<file path="config.mk">
export PLATFORM = sky130hd
export DESIGN_NAME = axi_line_bridge
export DESIGN_NICKNAME = d
export VERILOG_FILES = /design/src/rtl/axi_line_bridge_pkg.sv /design/src/rtl/axi_line_bridge.sv
export SDC_FILE = /design/constraint.sdc
export NUM_CORES = 1
export LEC_CHECK = 0
export BUFFER_PORTS_ARGS = -buffer_cell sky130_fd_sc_hd__buf_2
export CORE_AREA = 2 2 188 190
export DETAILED_ROUTE_END_ITERATION = 8
export DIE_AREA = 0 0 190 192
export PLACE_DENSITY = 0.64
export SLEW_MARGIN = 20
export SYNTH_ARGS = -nofsm -noshare
export SYNTH_HDL_FRONTEND = slang
export SYNTH_SLANG_ARGS = --single-unit
</file>
<file path="constraint.sdc">
create_clock -name clk -period 25.6 [get_ports clk]
set_clock_uncertainty 0.15 [all_clocks]
set_input_delay 1.28 -clock clk [delete_from_list [all_inputs] [get_ports clk]]
set_output_delay 1.28 -clock clk [all_outputs]
set_load 0.005 [all_outputs]
</file>
<file path="src/rtl/axi_line_bridge_pkg.sv">
// Shared types and address helpers for the cache line <-> AXI4 burst bridge.
package axi_line_bridge_pkg;

    typedef enum logic [1:0] {R_IDLE, R_AR, R_DATA, R_DONE} rd_state_t;
    typedef enum logic [2:0] {W_IDLE, W_AW, W_DATA, W_RESP, W_DONE} wr_state_t;

    localparam int DEF_DATA_WIDTH    = 32;
    localparam int DEF_LINE_WORD_NUM = 4;

    // Byte-offset bits inside one line; the cache derives its index split the same way.
    function automatic int offset_width(input int data_width, input int line_word_num);
        return $clog2(line_word_num * data_width / 8);
    endfunction

    function automatic logic [31:0] line_align(input logic [31:0] addr, input int off);
        return addr & ~((32'd1 << off) - 32'd1);
    endfunction

endpackage

</file>
<file path="src/rtl/axi_line_bridge.sv">
// Cache line refill/writeback responder: each accepted request becomes one AXI4 INCR burst.
// Read and write FSMs are fully independent and may run concurrently.
module axi_line_bridge
    import axi_line_bridge_pkg::*;
#(
    parameter int DATA_WIDTH    = DEF_DATA_WIDTH,
    parameter int LINE_WORD_NUM = DEF_LINE_WORD_NUM
) (
    input  logic                                clk,
    input  logic                                rst,
    input  logic                                rd_req,
    input  logic [31:0]                         rd_addr,
    output logic                                rd_rdy,
    output logic                                ret_valid,
    output logic [LINE_WORD_NUM*DATA_WIDTH-1:0] ret_data,
    input  logic                                wr_req,
    input  logic [31:0]                         wr_addr,
    input  logic [LINE_WORD_NUM*DATA_WIDTH-1:0] wr_data,
    output logic                                wr_rdy,
    output logic                                wr_valid,
    output logic [31:0]                         araddr,
    output logic [7:0]                          arlen,
    output logic                                arvalid,
    input  logic                                arready,
    input  logic [DATA_WIDTH-1:0]               rdata,
    input  logic                                rlast,
    input  logic                                rvalid,
    output logic                                rready,
    output logic [31:0]                         awaddr,
    output logic [7:0]                          awlen,
    output logic                                awvalid,
    input  logic                                awready,
    output logic [DATA_WIDTH-1:0]               wdata,
    output logic                                wlast,
    output logic                                wvalid,
    input  logic                                wready,
    input  logic                                bvalid,
    output logic                                bready
);

    localparam int              OFFSET_WIDTH = offset_width(DATA_WIDTH, LINE_WORD_NUM);
    localparam int              CW           = $clog2(LINE_WORD_NUM);
    localparam logic [CW-1:0]   CNT_LAST     = CW'(LINE_WORD_NUM - 1);
    localparam logic [CW-1:0]   CNT_ONE      = CW'(1);
    localparam logic [7:0]      BURST_LEN    = 8'(LINE_WORD_NUM - 1);

    typedef logic [LINE_WORD_NUM-1:0][DATA_WIDTH-1:0] line_t;

    rd_state_t       rstate_q, rstate_d;
    logic [CW-1:0]   rcnt_q, rcnt_d;
    logic [31:0]     raddr_q, raddr_d;
    line_t           rline_q, rline_d;

    wr_state_t       wstate_q, wstate_d;
    logic [CW-1:0]   wcnt_q, wcnt_d;
    logic [31:0]     waddr_q, waddr_d;
    line_t           wline_q, wline_d;

    // Burst length is fixed, so rlast carries no information the beat counter lacks.
    logic unused_rlast;
    assign unused_rlast = rlast;

    // ---------------- read channel ----------------
    always_ff @(posedge clk or posedge rst) begin
        if (rst) begin
            rstate_q <= R_IDLE;
            rcnt_q   <= '0;
            raddr_q  <= '0;
            rline_q  <= '0;
        end else begin
            rstate_q <= rstate_d;
            rcnt_q   <= rcnt_d;
            raddr_q  <= raddr_d;
            rline_q  <= rline_d;
        end
    end

    always_comb begin
        rstate_d = rstate_q;
        rcnt_d   = rcnt_q;
        raddr_d  = raddr_q;
        rline_d  = rline_q;
        case (rstate_q)
            R_IDLE: if (rd_req) begin
                raddr_d  = line_align(rd_addr, OFFSET_WIDTH);
                rstate_d = R_AR;
            end
            R_AR:   if (arready) rstate_d = R_DATA;
            R_DATA: if (rvalid) begin
                rline_d[rcnt_q] = rdata;
                rcnt_d          = rcnt_q + CNT_ONE;
                if (rcnt_q == CNT_LAST) rstate_d = R_DONE;
            end
            R_DONE: rstate_d = R_IDLE;
            default: rstate_d = R_IDLE;
        endcase
    end

    always_comb begin
        rd_rdy    = (rstate_q == R_IDLE);
        arvalid   = (rstate_q == R_AR);
        rready    = (rstate_q == R_DATA);
        ret_valid = (rstate_q == R_DONE);
    end

    assign araddr   = raddr_q;
    assign arlen    = BURST_LEN;
    assign ret_data = rline_q;

    // ---------------- write channel ----------------
    always_ff @(posedge clk or posedge rst) begin
        if (rst) begin
            wstate_q <= W_IDLE;
            wcnt_q   <= '0;
            waddr_q  <= '0;
            wline_q  <= '0;
        end else begin
            wstate_q <= wstate_d;
            wcnt_q   <= wcnt_d;
            waddr_q  <= waddr_d;
            wline_q  <= wline_d;
        end
    end

    always_comb begin
        wstate_d = wstate_q;
        wcnt_d   = wcnt_q;
        waddr_d  = waddr_q;
        wline_d  = wline_q;
        case (wstate_q)
            W_IDLE: if (wr_req) begin
                waddr_d  = line_align(wr_addr, OFFSET_WIDTH);
                wline_d  = wr_data;
                wstate_d = W_AW;
            end
            W_AW:   if (awready) wstate_d = W_DATA;
            W_DATA: if (wready) begin
                wcnt_d = wcnt_q + CNT_ONE;
                if (wcnt_q == CNT_LAST) wstate_d = W_RESP;
            end
            W_RESP: if (bvalid) wstate_d = W_DONE;
            W_DONE: wstate_d = W_IDLE;
            default: wstate_d = W_IDLE;
        endcase
    end

    always_comb begin
        wr_rdy   = (wstate_q == W_IDLE);
        awvalid  = (wstate_q == W_AW);
        wvalid   = (wstate_q == W_DATA);
        wlast    = (wstate_q == W_DATA) && (wcnt_q == CNT_LAST);
        bready   = (wstate_q == W_RESP);
        wr_valid = (wstate_q == W_DONE);
    end

    assign awaddr = waddr_q;
    assign awlen  = BURST_LEN;
    assign wdata  = wline_q[wcnt_q];

endmodule

</file>
Word-level counts from Yosys, hierarchy flattened --
Cells that the tools add are included.
Storage, ports and cells: flip-flop bits (word level) 321, output and inout bits 250, logic and storage cells 63
Cells by class: $add $sub $neg 2, magnitude comparators 3, equality and inequality tests 18, multiplexer cells 16, reduce and logical (&&, ||, !) cells 10
Operators with widths (count):
- 128-bit bitwise mux | 1
- 32-bit binary-select mux with 2-bit select | 1
- 32-bit demux with 2-bit select | 1
- 32-bit 2-to-1 mux | 2
- 3-bit 2-to-1 mux | 5
- 3-bit case mux with 4 select lines | 1
- 2-bit by 1-bit inequality test with 1-bit output (second input constant) | 5
- 2-bit == test (second input constant) | 4
- 2-bit 2-to-1 mux | 4
- 2-bit inequality test (second input constant) | 4
- 2-bit case mux with 4 select lines | 1
- 2-bit AND reduction | 4
- 3-bit by 2-bit == test with 1-bit output (second input constant) | 2
- 2-bit by 3-bit < comparator with 1-bit output (second input constant) | 2
- 5-bit AND reduction | 1
- 2-bit by 1-bit adder with 2-bit output (second input constant) | 2
- 4-bit AND reduction | 1
- 3-bit by 1-bit == test with 1-bit output (second input constant) | 1
- 3-bit == test (second input constant) | 1
- 3-bit zero test | 1
- 2-bit by 1-bit == test with 1-bit output (second input constant) | 1
- 2-bit by 1-bit greater-or-equal comparator with 1-bit output (second input constant) | 1
- 1-bit logical AND | 2
- 2-bit zero test | 1

Longest topological paths before layout --
depth in word-level cells 5, depth in mapped cells 6, gate-level depth less buffers 4

Worst setup path after synthesis --
OpenSTA, ideal clock, no wires.
path type reg-to-output, start register wcnt_q[0], end output port wdata[11], arrival time 1.334 ns, data required time 24.170 ns, slack 22.836 ns, stages on the path, launching flop included 4, buffers on the path 2, path through dfrtp_1 buf_2 buf_2 mux4_2
On the way: word-level cells in the longest chain between the ends 2
Ends and longest elaborated chain:
- start, declared | RTL line axi_line_bridge.sv:55 | logic [CW-1:0] wcnt_q, wcnt_d;
- start signal, assigned | RTL line axi_line_bridge.sv:119 | wcnt_q <= wcnt_d;
- 32-bit binary-select mux with 2-bit select | RTL line axi_line_bridge.sv:158 | assign wdata = wline_q[wcnt_q];
- 32-bit 2-to-1 mux (not written as such) | RTL line axi_line_bridge.sv:158
- end, declared | RTL line axi_line_bridge.sv:33 | output logic [DATA_WIDTH-1:0] wdata,
No other way between the ends. The select of a mux whose other input is x is not followed.

Final worst setup path --
start input port wr_req, end register wline_q[77] (netlist bit)
On the way: word-level cells in the longest chain between the ends 1
Ends and longest elaborated chain:
- start, declared | RTL line axi_line_bridge.sv:16 | input logic wr_req,
- 2-bit AND reduction (no line)
- end signal, assigned | RTL line axi_line_bridge.sv:121 | wline_q <= wline_d;
- end, declared | RTL line axi_line_bridge.sv:57 | line_t wline_q, wline_d;
No other way between the ends. A chain may end at the register's enable or synchronous reset.

==> impl_results.md <==
- Status: finished, final reports clean
- Count of flip-flops with a built-in enable after synthesis: 0
- Mapped Cells: 781
- CP max stage cell: sky130_fd_sc_hd__buf_4
- Vias: 8,157
- Number of buffers on the longest clock path: 3
- Crit Reg-Reg Endpoint: wline_q[77]
- Yosys cell types: 25
- Fmax: 0.253 GHz
- Starting Density: 39.8%
- Slew @ Worst Pin: 1.05 ns
- Vias in the first global route: 8,623
- TritonCTS clock tree: built
- Category of the most critical setup path: in2reg
- First-pass GRT wire length: 50,200 um
- Count of routing violations after the opening detailed-route iteration: 224
- Peak fanout along the critical path: 54
- Number of warnings printed during yosys synthesis: 0
- Power share of the clock group: 22.7%
- Number of setup violations in the final report: 0
- Aggregate global-route resource usage: 17.9%
- Total wire length: 32,900 um
- Number of buffers added on ports: 450
- Final critical-path share of the clock period: 15.5%
- Average via count per standard cell: 4.76
- Antenna violations before repair: 9
- Worst Path Arrival: 4.21 ns
- Maximum number of pins on one net before global-route repair: 139
- Max-Cap Viols: 0
- Clock sinks: 321
- Number of setup buffers added after CTS: 0
- Overflow after GRT: 0
- RSZ-0062 raised after global routing: no
- Sequential-to-total area share from yosys stat: 58.9%
- Kind of end point of the critical path: flip-flop
- Peak supply drop: 0.0875 mV
- Stage delay of the slowest cell on the critical path: 0.85 ns
- Worst-skew pair later-pin latency: 0.51 ns
- Final sum of negative setup slack: 0 ns
- Std-Cell Rows: 68
- Netlist area before placement: 13,600 sq um
- Flop pwr share: 40.0%
- Number of cells on the worst reg-to-reg path: 5
- Placer congestion estimate: 0.783
- Wire length on met1: 12,800 um
- Data required time at the worst endpoint: 25.85 ns
- Synthesis-to-finish area growth: 26.2%
- Series of cell instances along the critical path: buf_2 > and2_4 > buf_4 > buf_4 > mux2_2
- Setup Slack @ Placement: 21.12 ns
- Destination of the worst hold path: ret_data[41]
- Overall die area: 36,500 sq um
- Half-perimeter wire length after detailed placement: 23,400 um
- Metal3 WL: 3160 um
- Deepest level of the CTS H-tree: 2
- Worst hold-check path type: reg2reg
- Final period demand of the worst path: 3.96 ns
- Worst Setup Slack, final: 21.64 ns
- Post_cts resized: 0
- Yosys top cell area share: 58.9%
- Root Buffer Master: sky130_fd_sc_hd__clkbuf_16
- Top post-synthesis cells by area: sky130_fd_sc_hd__dfrtp_1 (59%), sky130_fd_sc_hd__mux2_2 (18%), sky130_fd_sc_hd__mux2_4 (11%)
- Share of flip-flops with an asynchronous set or reset: 100%
- Power density over the cells: 132 nW/um^2
- Commonest cells post-synth: sky130_fd_sc_hd__dfrtp_1 (321), sky130_fd_sc_hd__mux2_2 (215), sky130_fd_sc_hd__mux2_4 (100), sky130_fd_sc_hd__mux4_2 (33), sky130_fd_sc_hd__buf_4 (25)
- Slew HR: 29.9%
- Avg Inst Size Synth: 17.5 sq um
- Net switching power figure: 0.000663 W
- Kind of launch point of the worst setup path: input pin
- Ports: 484
- Pre-antenna DRT Iters: 4
- Max-slew violations: 0
- Die height: 192 um
- Combinational share of power: 37.3%
- Most Frequent Cell on Critical Path: sky130_fd_sc_hd__buf_4
- Nets: 1,477
- Internal Dissipation: 0.00161 W
- Number of hold-repair buffers added at the cts stage: 0
- Utilization after layout: 50.2%
- Main flop type after synthesis: sky130_fd_sc_hd__dfrtp_1
- Remaining antenna violation count after routing: 0
- Fraction of power spent switching nets: 29.2%
- Count of final hold-check violations: 0
- Worst hold path startpoint: ret_data[41]
- Depth of the worst hold-timing path: 1
- Most numerous cell in the Yosys netlist: sky130_fd_sc_hd__dfrtp_1
- Met2 wire length: 16,200 um
- Num CTS Buffers: 36
- Share of layout cells above drive strength 1: 68.9%
- Leakage component of the power: 8.44 nW
- Clock-pin slew reported for the worst setup and hold paths after clock tree synthesis: 0.06 ns
- Synthesis-stage register bit count: 321
- Wirelength per Cell: 19.2 um
- Area of the core: 34,300 sq um
- Startpoint of the lowest-slack register-to-register path: wstate_q[0]
- Top cell type by total area after synthesis: sky130_fd_sc_hd__dfrtp_1
- Uppermost metal layer occupied by signal nets: met5
- Register-to-register setup slack: 21.78 ns
- Fill count: 2,975
- Die X-Extent: 190 um
- Remaining routing DRC violations: 0
## flip-flops by register name (all words and copies together) (netlist names)
register	cells
ret_data	128
rstate_q	2
wstate_q	3
wcnt_q	2
awaddr	28
wline_q	128
rcnt_q	2
araddr	28
## final cells by class
class / instances / area [sq um] / share of cell area [%]
Clock inverter: 9 / 141 / 0.822
Sequential cell: 321 / 8040 / 46.7
Tap cell: 455 / 569 / 3.31
Antenna cell: 2 / 5.00 / 0.0291
Inverter: 8 / 37.5 / 0.218
Clock buffer: 52 / 1040 / 6.06
Timing Repair Buffer: 456 / 2300 / 13.4
Multi-Input combinational cell: 410 / 5080 / 29.5
## power groups by stage
stage	sequential, W	clock (W)	combinational, W
3_5_place_dp	0.000917	0	0.000864
3_3_place_gp	0.000906	0	0.000849
4_1_cts	0.000912	0.000533	0.000866
2_1_floorplan	0.000890	0	0.000574
6_report	0.000909	0.000515	0.000847
5_1_grt	0.000944	0.000556	0.000918
## placed cells by master (no fill, tap or decap), types with 5 or more instances in the layout
| cell | n |
|---|---|
| sky130_fd_sc_hd__nand2_1 | 5 |
| sky130_fd_sc_hd__mux2_2 | 215 |
| sky130_fd_sc_hd__mux4_2 | 33 |
| sky130_fd_sc_hd__clkbuf_16 | 38 |
| sky130_fd_sc_hd__inv_1 | 7 |
| sky130_fd_sc_hd__ha_1 | 10 |
| sky130_fd_sc_hd__conb_1 | 24 |
| sky130_fd_sc_hd__clkbuf_1 | 10 |
| sky130_fd_sc_hd__buf_4 | 6 |
| sky130_fd_sc_hd__dfrtp_1 | 319 |
| sky130_fd_sc_hd__mux2_4 | 100 |
| sky130_fd_sc_hd__buf_2 | 450 |
## worst max path at each step
stage,startpoint,to,slack (ns),depth (start not counted)
2_1_floorplan,rst,araddr[10],15.29,1
3_3_place_gp,wr_req,wline_q[84],21.14,5
3_5_place_dp,wr_req,wline_q[45],21.12,5
4_1_cts,wr_req,wline_q[45],21.68,5
5_1_grt,wr_req,wline_q[45],21.52,5
6_report,wr_req,wline_q[77],21.64,5
## cells by family (layout without fill, tap and decap cells)
group	count (synthesis)	count (layout)	synth area share (%)
buf+inv	72	525	4.62
compound gates	4	4	0.229
xor+xnor	2	2	0.128
flops	321	321	58.9
mux	348	348	34.2
simple gates	22	22	0.918
other cells	2	26	0.0551
fa+ha+maj	10	10	0.918
## routing by layer
layer	vias up	track usage (%)
met5	-	0
met4	14	4.56
met3	48	6.83
met2	324	31.1
met1	4088	20.7
li1	3683	-
## stage by stage
stage | std cells | total power [W] | hold slack (ns) | area [sq um]
floorplan | 803 | 0.00146 | 0.325 | 13700
global placement | 1650 | 0.00176 | 0.332 | 16000
detailed placement | 1650 | 0.00178 | 0.337 | 16000
CTS | 1711 | 0.00231 | 0.350 | 17200
global route | 1711 | 0.00242 | 0.357 | 17200
finish | 1713 | 0.00227 | 0.347 | 17200
## worst max-delay path, delay by kind of cell
kind,cells,cell delay [ns]
muxes,1,0.42
buffers and inverters,3,1.72
and+or+nand+nor,1,0.66
Note: power is estimated with default switching activity, not from simulation.
